<file path="src/rtl/reg_file_cfg.sv">
// DEPTH x WIDTH register file with programmable config-register reset values, a flattened
// tap bus of the first CFG_REGS registers, and write/read/config/error pulses.
// Optional build: define REG_FILE_PARITY_EN to add per-register even parity checked on read.
module reg_file_cfg #(
  parameter int              ADDRESS  = 4,
  parameter int              DEPTH    = 8,
  parameter int              WIDTH    = 8,
  parameter int              CFG_REGS = 4,
  parameter logic [WIDTH-1:0] RST_VAL2 = 'h81,
  parameter logic [WIDTH-1:0] RST_VAL3 = 'h20
) (
  input  logic                      clk,
  input  logic                      rst,
  input  logic                      WrEn,
  input  logic                      RdEn,
  input  logic [ADDRESS-1:0]        Address,
  input  logic [WIDTH-1:0]          WrData,
  output logic [WIDTH-1:0]          RdData,
  output logic                      RD_D_Vld,
  output logic                      Wr_Ack,
  output logic                      Cfg_Upd,
  output logic                      Cmd_Err,
  output logic [CFG_REGS*WIDTH-1:0] REG_OUT
);

  localparam int               IDX_W     = (DEPTH > 1) ? $clog2(DEPTH) : 1;
  localparam logic [ADDRESS:0] DEPTH_LIM = (ADDRESS + 1)'(DEPTH);
  localparam logic [ADDRESS:0] CFG_LIM   = (ADDRESS + 1)'(CFG_REGS);

  logic [WIDTH-1:0] mem [DEPTH];
`ifdef REG_FILE_PARITY_EN
  logic             par [DEPTH];
  logic             par_err;
`endif

  logic [IDX_W-1:0] idx;
  logic             addr_ok;
  logic             is_cfg;
  logic             do_write;
  logic             do_read;
  logic             illegal;

  function automatic logic [WIDTH-1:0] rst_val(input int k);
    if (k == 2)      return RST_VAL2;
    else if (k == 3) return RST_VAL3;
    else             return '0;
  endfunction

  // Command decode; the widened compare keeps Address = 2**ADDRESS-1 from wrapping.
  assign idx      = Address[IDX_W-1:0];
  assign addr_ok  = {1'b0, Address} < DEPTH_LIM;
  assign is_cfg   = {1'b0, Address} < CFG_LIM;
  assign do_write = WrEn && !RdEn && addr_ok;
  assign do_read  = RdEn && !WrEn && addr_ok;
  assign illegal  = (WrEn && RdEn) || ((WrEn ^ RdEn) && !addr_ok);

`ifdef REG_FILE_PARITY_EN
  assign par_err  = (^mem[idx]) != par[idx];
`endif

  always_ff @(posedge clk or negedge rst) begin
    if (!rst) begin
      // NOTE: the storage is reset on purpose: config consumers need known values right
      // out of reset, so this array is flops with a reset, not an inferable RAM.
      for (int k = 0; k < DEPTH; k++) begin
        mem[k] <= rst_val(k);
`ifdef REG_FILE_PARITY_EN
        par[k] <= ^rst_val(k);
`endif
      end
      RdData   <= '0;
      RD_D_Vld <= 1'b0;
      Wr_Ack   <= 1'b0;
      Cfg_Upd  <= 1'b0;
      Cmd_Err  <= 1'b0;
    end else begin
      // NOTE: non-blocking throughout, so the Cfg_Upd compare below sees the value
      // stored before this edge, not the one being written.
      RD_D_Vld <= 1'b0;
      Wr_Ack   <= 1'b0;
      Cfg_Upd  <= 1'b0;
      Cmd_Err  <= illegal;
      if (do_write) begin
        mem[idx] <= WrData;
`ifdef REG_FILE_PARITY_EN
        par[idx] <= ^WrData;
`endif
        Wr_Ack   <= 1'b1;
        Cfg_Upd  <= is_cfg && (WrData != mem[idx]);
      end
      if (do_read) begin
        RdData   <= mem[idx];
        RD_D_Vld <= 1'b1;
`ifdef REG_FILE_PARITY_EN
        Cmd_Err  <= par_err;
`endif
      end
    end
  end

  for (genvar k = 0; k < CFG_REGS; k++) begin : g_tap
    assign REG_OUT[k*WIDTH +: WIDTH] = mem[k];
  end

endmodule

</file>
<file path="config.mk">
export PLATFORM = sky130hd
export DESIGN_NAME = reg_file_cfg
export DESIGN_NICKNAME = d
export VERILOG_FILES = /design/src/rtl/reg_file_cfg.sv
export SDC_FILE = /design/constraint.sdc
export NUM_CORES = 1
export LEC_CHECK = 0
export CAP_MARGIN = 25
export CORE_AREA = 2 2 103 105
export CTS_CLUSTER_DIAMETER = 100
export DETAILED_ROUTE_END_ITERATION = 10
export DIE_AREA = 0 0 105 107
export PLACE_DENSITY_LB_ADDON = 0.3
export SYNTH_ARGS = -nofsm -noshare
export SYNTH_HDL_FRONTEND = slang
export SYNTH_SLANG_ARGS = --single-unit
export TNS_END_PERCENT = 1
</file>
<file path="constraint.sdc">
create_clock -name clk -period 2.4 [get_ports clk]
set_input_delay 0.48 -clock clk [delete_from_list [all_inputs] [get_ports clk]]
set_output_delay 0.48 -clock clk [all_outputs]
set_load 0.05 [all_outputs]
</file>
==> metrics.cfg, run 1 <==
[outcome]
status = finished, final reports clean

[floorplan]
die_w_um = 105
ios = 60
die_area_um2 = 11200
initial_core_util_pct = 37.2
std_cell_rows = 37
die_y_um = 107
core_area_um2 = 10100

[detailed_routing]
wl_per_cell_um = 17.5
postRouteWirelength_mm = 8.62
num_vias = 2361
drt_iter0_markers = 75
antenna_left = 0
top_layer_used = met4
drt-met1-wl_mm = 3.97
wl_met3_um = 522
dr.pass1.iters = 4
avgViaCountPerCell = 4.79
post-route-drc-count = 0
met2_length_mm = 4.00

[worst_setup_path]
crit_type = reg -> out
cp_slowest_stage_delay_ns = 0.80
cp_max_fo = 3
crit_family = buffers and inverters
critPathArrivalTime_ns = 1.71
slowest_stage = clkdlybuf4s50_1
start_kind = flip-flop
worstPathRequired_ns = 1.92
worst_setup_path_end_kind = primary output
path_buf_inv = 1
critical_path.cell_chain = clkdlybuf4s50_1

[finish]
area_growth_pct = 28.5
ff_latch_area_um2 = 1910
multi_input_area_um2 = 1510
fill_cells = 939
finish.utilization_pct = 47.8
drive_above_1_share_pct = 40.1
nets = 371
diodes = 0

[sta]
finalCritPeriodShare_pct = 91.1
final_hold_viol_count = 0
worstMarginPinSlew_ns = 0.513
slew_headroom_pct = 65.7
grt_setup_unrepaired = false
min_period_ns = 2.19
report.final.setup_viol = 0
fmax_mhz = 457
skew_ns = 0.00903
fin_setup_tns_ns = 0
slew_violations = 0

[yosys]
synth_common_cells = dfrtp_1 (73), mux2_2 (66), buf_4 (33)
async_flop_share_pct = 100
yosysMostFrequentCell = dfrtp_1
synth-seq-cells = 76
syn_inst = 283
seq_area_frac_synth_pct = 50.7
synthTopCellsByArea = dfrtp_1 (49%), mux2_2 (20%), buf_4 (6.6%)
synth_area_um2 = 3760
syn_area_per_cell_um2 = 13.3
syn_nets = 302
yosys_warnings = 0
synthDistinctLibCells = 35
synth_edf_count = 0
ys.flop_type = dfrtp_1
synth_top_area_cell = dfrtp_1
synth_top_area_share_pct = 48.6

[clock_network]
htree_num_levels = 3
ctsHoldBuffers = 0
clockBufferDepth = 2
cts_sinks = 76
cts_made_buffers = 9
clk_pin_slew_worst_paths_ns = 0.08
clock_latency_ns = 0.35
cts-root-buf = clkbuf_8
cts_tree = built

[global_route]
antenna_found_initial = 0
grt_max_degree = 48
grt_pass1_vias = 2469
track_usage_pct = 16.2
grt_pass1_wl_mm = 13.6
overflow = 0

[placed_design]
gp_congestion = 0.843
port-buffer-count = 59
place_hpwl_mm = 6.18

[min_path]
hold_path.class = in -> async

[power_and_ir_drop]
peakVddDrop_mv = 0.302
pwr_density_cell_nw_per_um2 = 826
power.leakage_nw = 2.18

[flow_run]
maxCapViolations = 0

-- logic make-up after synthesis --
logic type	synth area share [%]
simple gates	4.10
xor+xnor	1.87
fa+ha+maj	0.999
mux	29.4
flops	50.7
compound gates	3.63
buf+inv	9.26
-- power breakdown --
part / internal [W] / total (W) / leakage [nW] / switching (W)
Clock: 0.000403 / 0.000849 / 0.0844 / 0.000447
Combinational: 0.000633 / 0.00144 / 1.12 / 0.000809
Sequential: 0.00153 / 0.00169 / 0.968 / 0.000160
Total: 0.00257 / 0.00399 / 2.18 / 0.00142
-- registers in the layout (all words and copies together), names as in the netlist --
name and cells:
REG_OUT 32, mem 32, RdData 8, Cfg_Upd 1
Cmd_Err 1, RD_D_Vld 1, Wr_Ack 1
-- timing repair --
item	4_1_cts	5_1_grt
endpoints found under the setup margin	0	1
gates resized for setup	0	5
buffers inserted	0	4
-- cells in the final DEF (no fill, tap or decap), drive strengths merged, types with 3 or more instances in the layout --
master	Yosys	layout
dfrtp	73	73
mux2	68	68
clkdlybuf4s50	0	57
buf	46	47
nand2	15	15
clkbuf	2	15
mux2i	12	12
o21ai	9	9
mux4	9	9
nor2	8	8
inv	5	5
xnor2	5	5
a22oi	4	4
dfstp	3	3
nand2b	3	3
xor2	3	3
ha	3	3
-- area by class of cell --
type	count	share of cell area (%)
multi-input combinational	154	31.4
inverter	5	0.389
clock buffer	14	3.16
tap	136	3.53
clock inverter	2	0.207
timing repair buffer	106	21.9
sequential	76	39.5
-- worst paths after layout --
kind,startpoint,end,slack (ns),cells after the start
worst max-delay path,REG_OUT[29],REG_OUT[29],0.21,1
worst min-delay path,rst,REG_OUT[1],0.05,1
worst max register to register,REG_OUT[26],Cfg_Upd,0.50,5
worst min register to register,RdData[6],RdData[6],0.48,2
max in group asynchronous,rst,REG_OUT[23],1.69,2
min in group clk,RdData[6],RdData[6],0.48,2
-- metrics by stage --
step                total power, W  hold WS (ns)  instances  setup slack [ns]  area (um^2)
floorplan                  0.00276         0.184        283             0.364         3760
global placement           0.00312         0.443        472            -0.262         4590
detailed placement         0.00314         0.444        472            -0.341         4590
CTS                        0.00399        0.0576        488            0.0222         4750
global route               0.00417        0.0680        493             0.169         4830
finish                     0.00399        0.0547        493             0.214         4830
-- metal layers --
| layer | global-route usage [%] | vias to the layer above |
|---|---|---|
| met5 | 0 | - |
| met4 | 5.33 | 0 |
| met3 | 4.68 | 11 |
| met2 | 25.0 | 59 |
| met1 | 21.8 | 1190 |
| li1 | - | 1101 |
Note: power is estimated with default switching activity, not from simulation.
==> run 2: changes to the inputs <==
--- a/config.mk
+++ b/config.mk
@@ -7,10 +7,11 @@
 export LEC_CHECK = 0
 export CAP_MARGIN = 25
 export CORE_AREA = 2 2 103 105
-export CTS_CLUSTER_DIAMETER = 100
+export CTS_CLUSTER_DIAMETER = 120
 export DETAILED_ROUTE_END_ITERATION = 10
 export DIE_AREA = 0 0 105 107
 export PLACE_DENSITY_LB_ADDON = 0.3
+export REMOVE_ABC_BUFFERS = 1
 export SYNTH_ARGS = -nofsm -noshare
 export SYNTH_HDL_FRONTEND = slang
 export SYNTH_SLANG_ARGS = --single-unit
==> run 2 against run 1 <==
  * Cell count fell by 2.4%
  * Combinational power fell by 3%
  * Final area fell by 1.4%
  * Die area did not move
  * Utilization fell by 0.68 points
  * Critical path depth did not move
  * Hold slack improved by 0.0059 ns
  * First-iteration DRC count rose by 20%
  * Worst setup slack improved by 0.025 ns
  * Critical path type unchanged
  * Largest cell class unchanged
==> metrics.cfg, run 2 (synthesized netlist as in run 1, its figures left out) <==
[outcome]
status = finished, final reports clean

[clock_network]
ctsHoldBuffers = 0
cts-root-buf = clkbuf_8
clk_pin_slew_worst_paths_ns = 0.08
clockBufferDepth = 2
clock_latency_ns = 0.34
cts_tree = built
cts_sinks = 76
htree_num_levels = 3
cts_made_buffers = 9

[detailed_routing]
antenna_left = 0
drt_iter0_markers = 90
num_vias = 2340
post-route-drc-count = 0
avgViaCountPerCell = 4.86
dr.pass1.iters = 4
postRouteWirelength_mm = 8.44
wl_per_cell_um = 17.5

[flow_run]
maxCapViolations = 0

[sta]
fmax_mhz = 463
fin_setup_tns_ns = 0
worst_slack_ns = 0.238
slew_headroom_pct = 65.3
slew_violations = 0
finalCritPeriodShare_pct = 90.1
min_period_ns = 2.16
final_hold_viol_count = 0
skew_ns = 0.0120
report.final.setup_viol = 0
holdWs_ns = 0.0606
worstMarginPinSlew_ns = 0.520
grt_setup_unrepaired = false

[placed_design]
placedCellCount = 463
dp_slack_ns = -0.334
port-buffer-count = 59
place_hpwl_mm = 5.96
gp_congestion = 0.794

[global_route]
grt_pass1_vias = 2421
track_usage_pct = 15.5
overflow = 0
antenna_found_initial = 0
grt_max_degree = 48
grt_pass1_wl_mm = 13.2

[worst_setup_path]
critPathArrivalTime_ns = 1.68
crit_family = buffers and inverters
cp_slowest_stage_delay_ns = 0.80
path_buf_inv = 1
crit_type = reg -> out
worst_setup_path_end_kind = primary output
worstPathRequired_ns = 1.92
critical_path.cell_chain = clkdlybuf4s50_1
reg2reg_slack_ns = 0.49
cp_max_fo = 3
start_kind = flip-flop
slowest_stage = clkdlybuf4s50_1

[power_and_ir_drop]
pwr_density_cell_nw_per_um2 = 871
peakVddDrop_mv = 0.344
power.leakage_nw = 2.14

[floorplan]
die_y_um = 107
core_area_um2 = 10100
std_cell_rows = 37
die_w_um = 105
ios = 60
die_area_um2 = 11200
initial_core_util_pct = 37.2

[finish]
area_growth_pct = 26.7
fin_cells = 481
drive_above_1_share_pct = 38.6
finish.utilization_pct = 47.1
final_cell_mix = dfrtp_1 (73), mux2_2 (66), clkdlybuf4s50_1 (57), buf_4 (29), nand2_1 (15)
nets = 359
layout_commonest_cell = dfrtp_1
diodes = 0

[min_path]
hold_path.class = in -> async

## run 2: cell count changes in the layout (fill, tap and decap cells not counted), sizes merged
| cell | change |
|---|---|
| clkbuf | -1 |
| clkinvlp | +1 |
| clkinv | -1 |
| bufinv | +1 |
| buf | -12 |
## run 2: timing repair
| item | CTS | global route |
|---|---|---|
| endpoints found under the setup margin | 0 | 1 |
| buffers inserted | 0 | 1 |
| resized for setup | 0 | 3 |
## run 2: layer usage
layer  vias to the layer above  share of wire, %  wire length, um  GRT usage, %
li1                       1081                 -                -             -
met3                         9               4.6              388          3.77
met2                        54                46             3920          24.5
met5                         -                 0                0             0
met1                      1196                48             4020          21.4
met4                         0               1.2              105          3.81
## run 2: report_power, final
part / switching, W / internal (W) / total [W] / leakage, nW
Clock: 0.000464 / 0.000593 / 0.00106 / 0.112
Combinational: 0.000798 / 0.000594 / 0.00139 / 1.06
Sequential: 0.000161 / 0.00153 / 0.00169 / 0.968
Total: 0.00142 / 0.00272 / 0.00414 / 2.14
## run 2: path summary, 6_finish.rpt
path	startpoint	endpoint	depth (start not counted)
setup / recovery	REG_OUT[23]	REG_OUT[23]	1
hold / removal	rst	REG_OUT[27]	1
setup reg to reg	REG_OUT[18]	Cfg_Upd	5
hold reg to reg	RdData[0]	RdData[0]	2
max in group asynchronous	rst	mem[31]	2
min in group clk	RdData[0]	RdData[0]	2
## run 2: final cells by class
| cell class | instances | area, um^2 |
|---|---|---|
| Clock buffer | 13 | 179 |
| Clock inverter | 3 | 42.5 |
| Fill cell | 943 | 5330 |
| Inverter | 5 | 18.8 |
| Multi-Input combinational cell | 154 | 1510 |
| Sequential cell | 76 | 1910 |
| Tap cell | 136 | 170 |
| Timing Repair Buffer | 94 | 937 |
## run 2: per-stage QoR
| stage | power [W] | area (um^2) |
|---|---|---|
| floorplan | 0.00257 | 3430 |
| detailed placement | 0.00312 | 4500 |
| finish | 0.00414 | 4760 |
| global placement | 0.00309 | 4500 |
| global route | 0.00434 | 4760 |
| CTS | 0.00417 | 4720 |
==> RTL change 1 (settings of run 1) <==
`RST_VAL3`: 'h20 -> 'h18.
--- a/src/rtl/reg_file_cfg.sv
+++ b/src/rtl/reg_file_cfg.sv
@@ -7,7 +7,7 @@
   parameter int              WIDTH    = 8,
   parameter int              CFG_REGS = 4,
   parameter logic [WIDTH-1:0] RST_VAL2 = 'h81,
-  parameter logic [WIDTH-1:0] RST_VAL3 = 'h20
+  parameter logic [WIDTH-1:0] RST_VAL3 = 'h18
 ) (
   input  logic                      clk,
   input  logic                      rst,
Check against the original RTL: not equivalent (Yosys sat finds a counterexample within 4 cycles, from zero or initial values and one cycle with rst low).
==> RTL change 1 against run 1 <==
- routed wire length down 2.1%
- critical path type is now input port to flip-flop
- first-iteration DRC count down 4.0%
- cell count down 0.41%
- cell area down 0.26%
- sequential cell count unchanged
- global-route usage down 0.50 points
- worst hold slack better by 0.012 ns
- sequential power about the same
- largest cell class unchanged
- via count up 0.55%
- area after synthesis about the same
- setup slack worse by 0.0066 ns
- non-clock buffer count down 1
- total power up 0.71%
==> RTL change 1: results (changes against run 1) <==
Status: finished, final reports clean
Largest net degree at the start of global routing: 46 (-4.2%)
Crit path from: Address[2]
DRT iter0 DRCs: 72 (-4.0%)
DPL Wire Length: 6160 µm (-0.29%)
TritonRoute pass-1 iters: 4 (unchanged)
Placed insts: 471 (-0.21%)
Max_slew headroom: 66.2% (+0.49 points)
R2r setup slk: 0.51 ns
Root Buffer: clkbuf_8
CTS resizes: 0 (unchanged)
Seq/Total Area, Yosys: 50.7% (about the same)
Fill cells: 943 (+0.43%)
Synthesized net count: 302 (unchanged)
Syn Area/Cell: 13.3 µm² (about the same)
Wire length on met2: 3930 µm (-1.8%)
Pleak: 2.16 nW (-0.87%)
CTS Buffer Depth: 2 (unchanged)
RePlAce Congestion: 0.822 (-2.4%)
Top post-synthesis cells by count: dfrtp_1, mux2_2, buf_4
Total GRT Usage: 15.7% (-0.50 points)
Metal3 WL: 345 µm (-34%)
CP arrival: 2.42 ns (+0.71 ns)
First-pass GRT wire length: 13300 µm (-1.7%)
Setup Skew: 0.00825 ns (-0.000781 ns)
H-Tree Depth: 3 (unchanged)
Routing usage on met2: 24.6% (-0.46 points)
Max Fanout on Critical Path: 12 (+9)
Num CTS Buffers: 9 (unchanged)
Vias per inst: 4.84 (+0.96%)
Vias in the first global route: 2442 (-1.1%)
Ratio of cells with drive above 1 in the final layout: 41.1% (+1.1 points)
Synth Warn #: 0 (unchanged)
GRT met1 Usage: 21.6% (-0.23 points)
Nets: 370 (-0.27%)
Worst R2R Path Depth: 6 (+1)
Worst vdd ir: 0.000321 V (+6.5%)
Wl on met1: 4040 µm (+1.8%)
End of the critical path: Cfg_Upd
Min-delay worst type: input port to asynchronous set/reset pin
Finished Layout Cells: 491 (-0.41%)
Distinct cells, synth: 35 (unchanged)
Setup bufs post-CTS: 0 (unchanged)
WL final: 8440 µm (-2.1%)
Clock transition at path regs: 0.08 ns (about the same)
Max Used Layer: met4
GR Layer Usage met3: 3.04% (-1.6 points)
Top post-synthesis cells by area: dfrtp_1, mux2_2, buf_4
Reg2reg start: REG_OUT[24]
-- RTL change 1: kinds of logic (layout without fill, tap and decap cells) --
group | after synthesis | after routing | synth area share [%]
buffers and inverters | 53 | 125 | 9.26
AOI/OAI and AO/OA | 20 | 20 | 3.63
xor gates and xnor gates | 8 | 8 | 1.86
muxes | 89 | 89 | 29.4
adders and majority gates | 3 | 3 | 0.999
DFF | 76 | 76 | 50.7
and+or+nand+nor | 34 | 34 | 4.10
-- RTL change 1: critical path, stage by stage --
cell and delay (ns):
clkdlybuf4s50_1 0.44, buf_12 0.16, buf_4 0.15, nand2_1 0.16, o22ai_1 0.14, a211oi_2 0.34
xnor2_1 0.12, o41a_1 0.42
-- RTL change 1: report_power, final --
group / leakage, nW / switching, mW / internal (mW)
registers: 0.966 / 0.159 / 1.54
logic: 1.10 / 0.810 / 0.620
clock network: 0.0872 / 0.467 / 0.423
total: 2.16 / 1.44 / 2.58
-- RTL change 1: cell type report --
type                            count  share of cell area, %
Sequential cell                    76                   39.6
Clock inverter                      4                  0.520
Inverter                            5                  0.390
Clock buffer                       11                   3.14
Tap cell                          136                   3.53
Multi-Input combinational cell    154                   31.5
Timing Repair Buffer              105                   21.3
-- RTL change 1: through the flow --
step / area [µm²] / setup slack (ns) / power [mW] / setup TNS, ns / hold WS, ns
after floorplan: 3760 / 0.364 / 2.76 / 0 / 0.184
after global routing: 4810 / 0.169 / 4.20 / 0 / 0.0930
after global placement: 4580 / -0.323 / 3.11 / -0.323 / 0.452
after CTS: 4760 / 0.0451 / 4.02 / 0 / 0.0769
final: 4810 / 0.207 / 4.01 / 0 / 0.0668
after detailed placement: 4580 / -0.314 / 3.13 / -0.322 / 0.453
==> RTL change 2 (flow settings as in run 1) <==
Made on the original files. Make the reset (`rst`) synchronous in one clocked block.
--- a/src/rtl/reg_file_cfg.sv
+++ b/src/rtl/reg_file_cfg.sv
@@ -58,7 +58,7 @@
   assign par_err  = (^mem[idx]) != par[idx];
 `endif
 
-  always_ff @(posedge clk or negedge rst) begin
+  always_ff @(posedge clk) begin
     if (!rst) begin
       // NOTE: the storage is reset on purpose: config consumers need known values right
       // out of reset, so this array is flops with a reset, not an inferable RAM.
Behaviour: differs if rst is asserted again (counterexample within 4 cycles, from zero or initial values and one cycle with rst low); with rst held inactive, the same outputs for 4 cycles.
==> RTL change 2 against run 1 <==
- setup slack lost 0.086 ns
- cell area shrank 0.86%
- routed wire length grew 5.2%
- area after synthesis shrank 5.8%
- sequential cell count is the same
- global-route usage grew 0.67 points
- non-clock buffer count shrank 5
Power is not compared: it rests on default switching activity, and its combinational part moved more than twofold at a synthesized area within 25%.
==> RTL change 2: results (changes against run 1) <==
DP Worst Slack: -0.245 ns (+0.0955 ns)
Synthesized net count: 276 (-8.6%)
Slowest stage delay, CP: 0.51 ns (-0.29 ns)
DRT iter0 DRCs: 109 (+45%)
Routing usage on met2: 29.1% (+4.0 points)
DPL Wire Length: 6770 µm (+9.5%)
Nets: 376 (+1.3%)
RePlAce Congestion: 0.879 (+4.2%)
Pleak: 1.80 nW
# clock sinks: 76 (unchanged)
Vias per inst: 4.82 (+0.67%)
Slowest cell on the critical path: clkdlybuf4s50_1
Seq/Total Area, Yosys: 61.1% (+10 points)
Worst slew pin tran: 0.523 ns (+0.0100 ns)
HP Start: RdData[7]
IO Port Bufs: 59 (unchanged)
First-pass GRT wire length: 13900 µm (+2.5%)
Number of synthesized flops with an enable pin: 64 (+64)
Status: finished, final reports clean
GRT met1 Usage: 20.2% (-1.6 points)
Worst skew pair latency: 0.36 ns
Num CTS Buffers: 9 (unchanged)
WL final: 9060 µm (+5.2%)
Top post-synthesis cells by count: edfxtp_1, and2_1, dfxtp_1, mux2_2, o21ai_0
Synth Warn #: 0 (unchanged)
Vias in the first global route: 2428 (-1.7%)
CTS resizes: 0 (unchanged)
Distinct cells, synth: 35 (unchanged)
Clock transition at path regs: 0.08 ns (about the same)
R2r setup slk: 0.54 ns (+0.04 ns)
Crit path from: Address[0]
Top post-synthesis cells by area: edfxtp_1, and2_1, dfxtp_1
CTS Buffer Depth: 2 (unchanged)
TritonRoute pass-1 iters: 4 (unchanged)
Min-delay worst type: flip-flop to flip-flop
# diodes: 0 (unchanged)
CP arrival: 2.52 ns (+0.81 ns)
H-Tree Depth: 3 (unchanged)
Largest net degree at the start of global routing: 19 (-60%)
Fill cells: 949 (+1.1%)
Ratio of cells with drive above 1 in the final layout: 22.4% (-18 points)
Ys async rst share: 0% (-100 points)
Total GRT Usage: 16.8% (+0.67 points)
Setup Skew: 0.00990 ns (+0.000869 ns)
Top flop regs: mem x64, RdData x8
Setup bufs post-CTS: 0 (unchanged)
Initial antenna violation count: 0 (unchanged)
Root Buffer: clkbuf_8
DRC Markers: 0 (unchanged)
Max Fanout on Critical Path: 13 (+10)
GR Layer Usage met3: 4.50% (-0.18 points)
Cell family with most CP delay: buffers and inverters
Worst vdd ir: 0.000236 V
Reg2reg start: mem[2][7]
-- RTL change 2: worst paths after layout --
path	cells past startpoint	endpoint
hold / removal	1	RdData[7]
hold reg to reg	1	RdData[7]
setup / recovery	8	Cfg_Upd
setup reg to reg	5	Cfg_Upd
-- RTL change 2: metal layers --
metal / up-vias / share of wire [%]
met3: 15 / 4.9
met2: 79 / 52
met4: 0 / 2.0
li1: 1136 / -
met1: 1171 / 41
met5: - / 0
-- RTL change 2: kinds of logic (layout without fill, tap and decap cells) --
logic type | Yosys count | in the layout | synth area share, %
AOI/OAI and AO/OA | 32 | 32 | 6.12
xor gates and xnor gates | 4 | 4 | 0.990
adders and majority gates | 3 | 3 | 1.06
buffers and inverters | 14 | 119 | 2.26
DFF | 76 | 76 | 61.1
muxes | 28 | 28 | 11.9
and+or+nand+nor | 100 | 100 | 16.6
-- RTL change 2: metrics by stage --
stage / utilization, % / total power, mW / std cells / cell area [µm²] / hold WS (ns)
floorplan: - / 1.85 / 257 / 3540 / 0.660
global placement: 45.2 / 2.09 / 482 / 4570 / 0.480
detailed placement: 45.2 / 2.09 / 482 / 4570 / 0.487
CTS: 47.4 / 3.15 / 498 / 4780 / 0.504
global route: 47.4 / 3.24 / 498 / 4790 / 0.535
finish: 47.4 / 3.14 / 498 / 4790 / 0.501
-- RTL change 2: final cells by class --
cell class                 count  area, µm²  area share, %
clock buffer                  10        128           2.67
multi-input combinational    167       1300           27.1
sequential                    76       2160           45.2
clock inverter                 6       88.8           1.86
tap                          136        170           3.56
timing repair buffer         101        931           19.5
inverter                       2       7.51          0.157
-- RTL change 2: power by group --
group / internal [mW] / leakage (nW) / switching [mW]
logic: 0.226 / 0.986 / 0.310
registers: 1.50 / 0.709 / 0.0333
clock network: 0.585 / 0.102 / 0.487
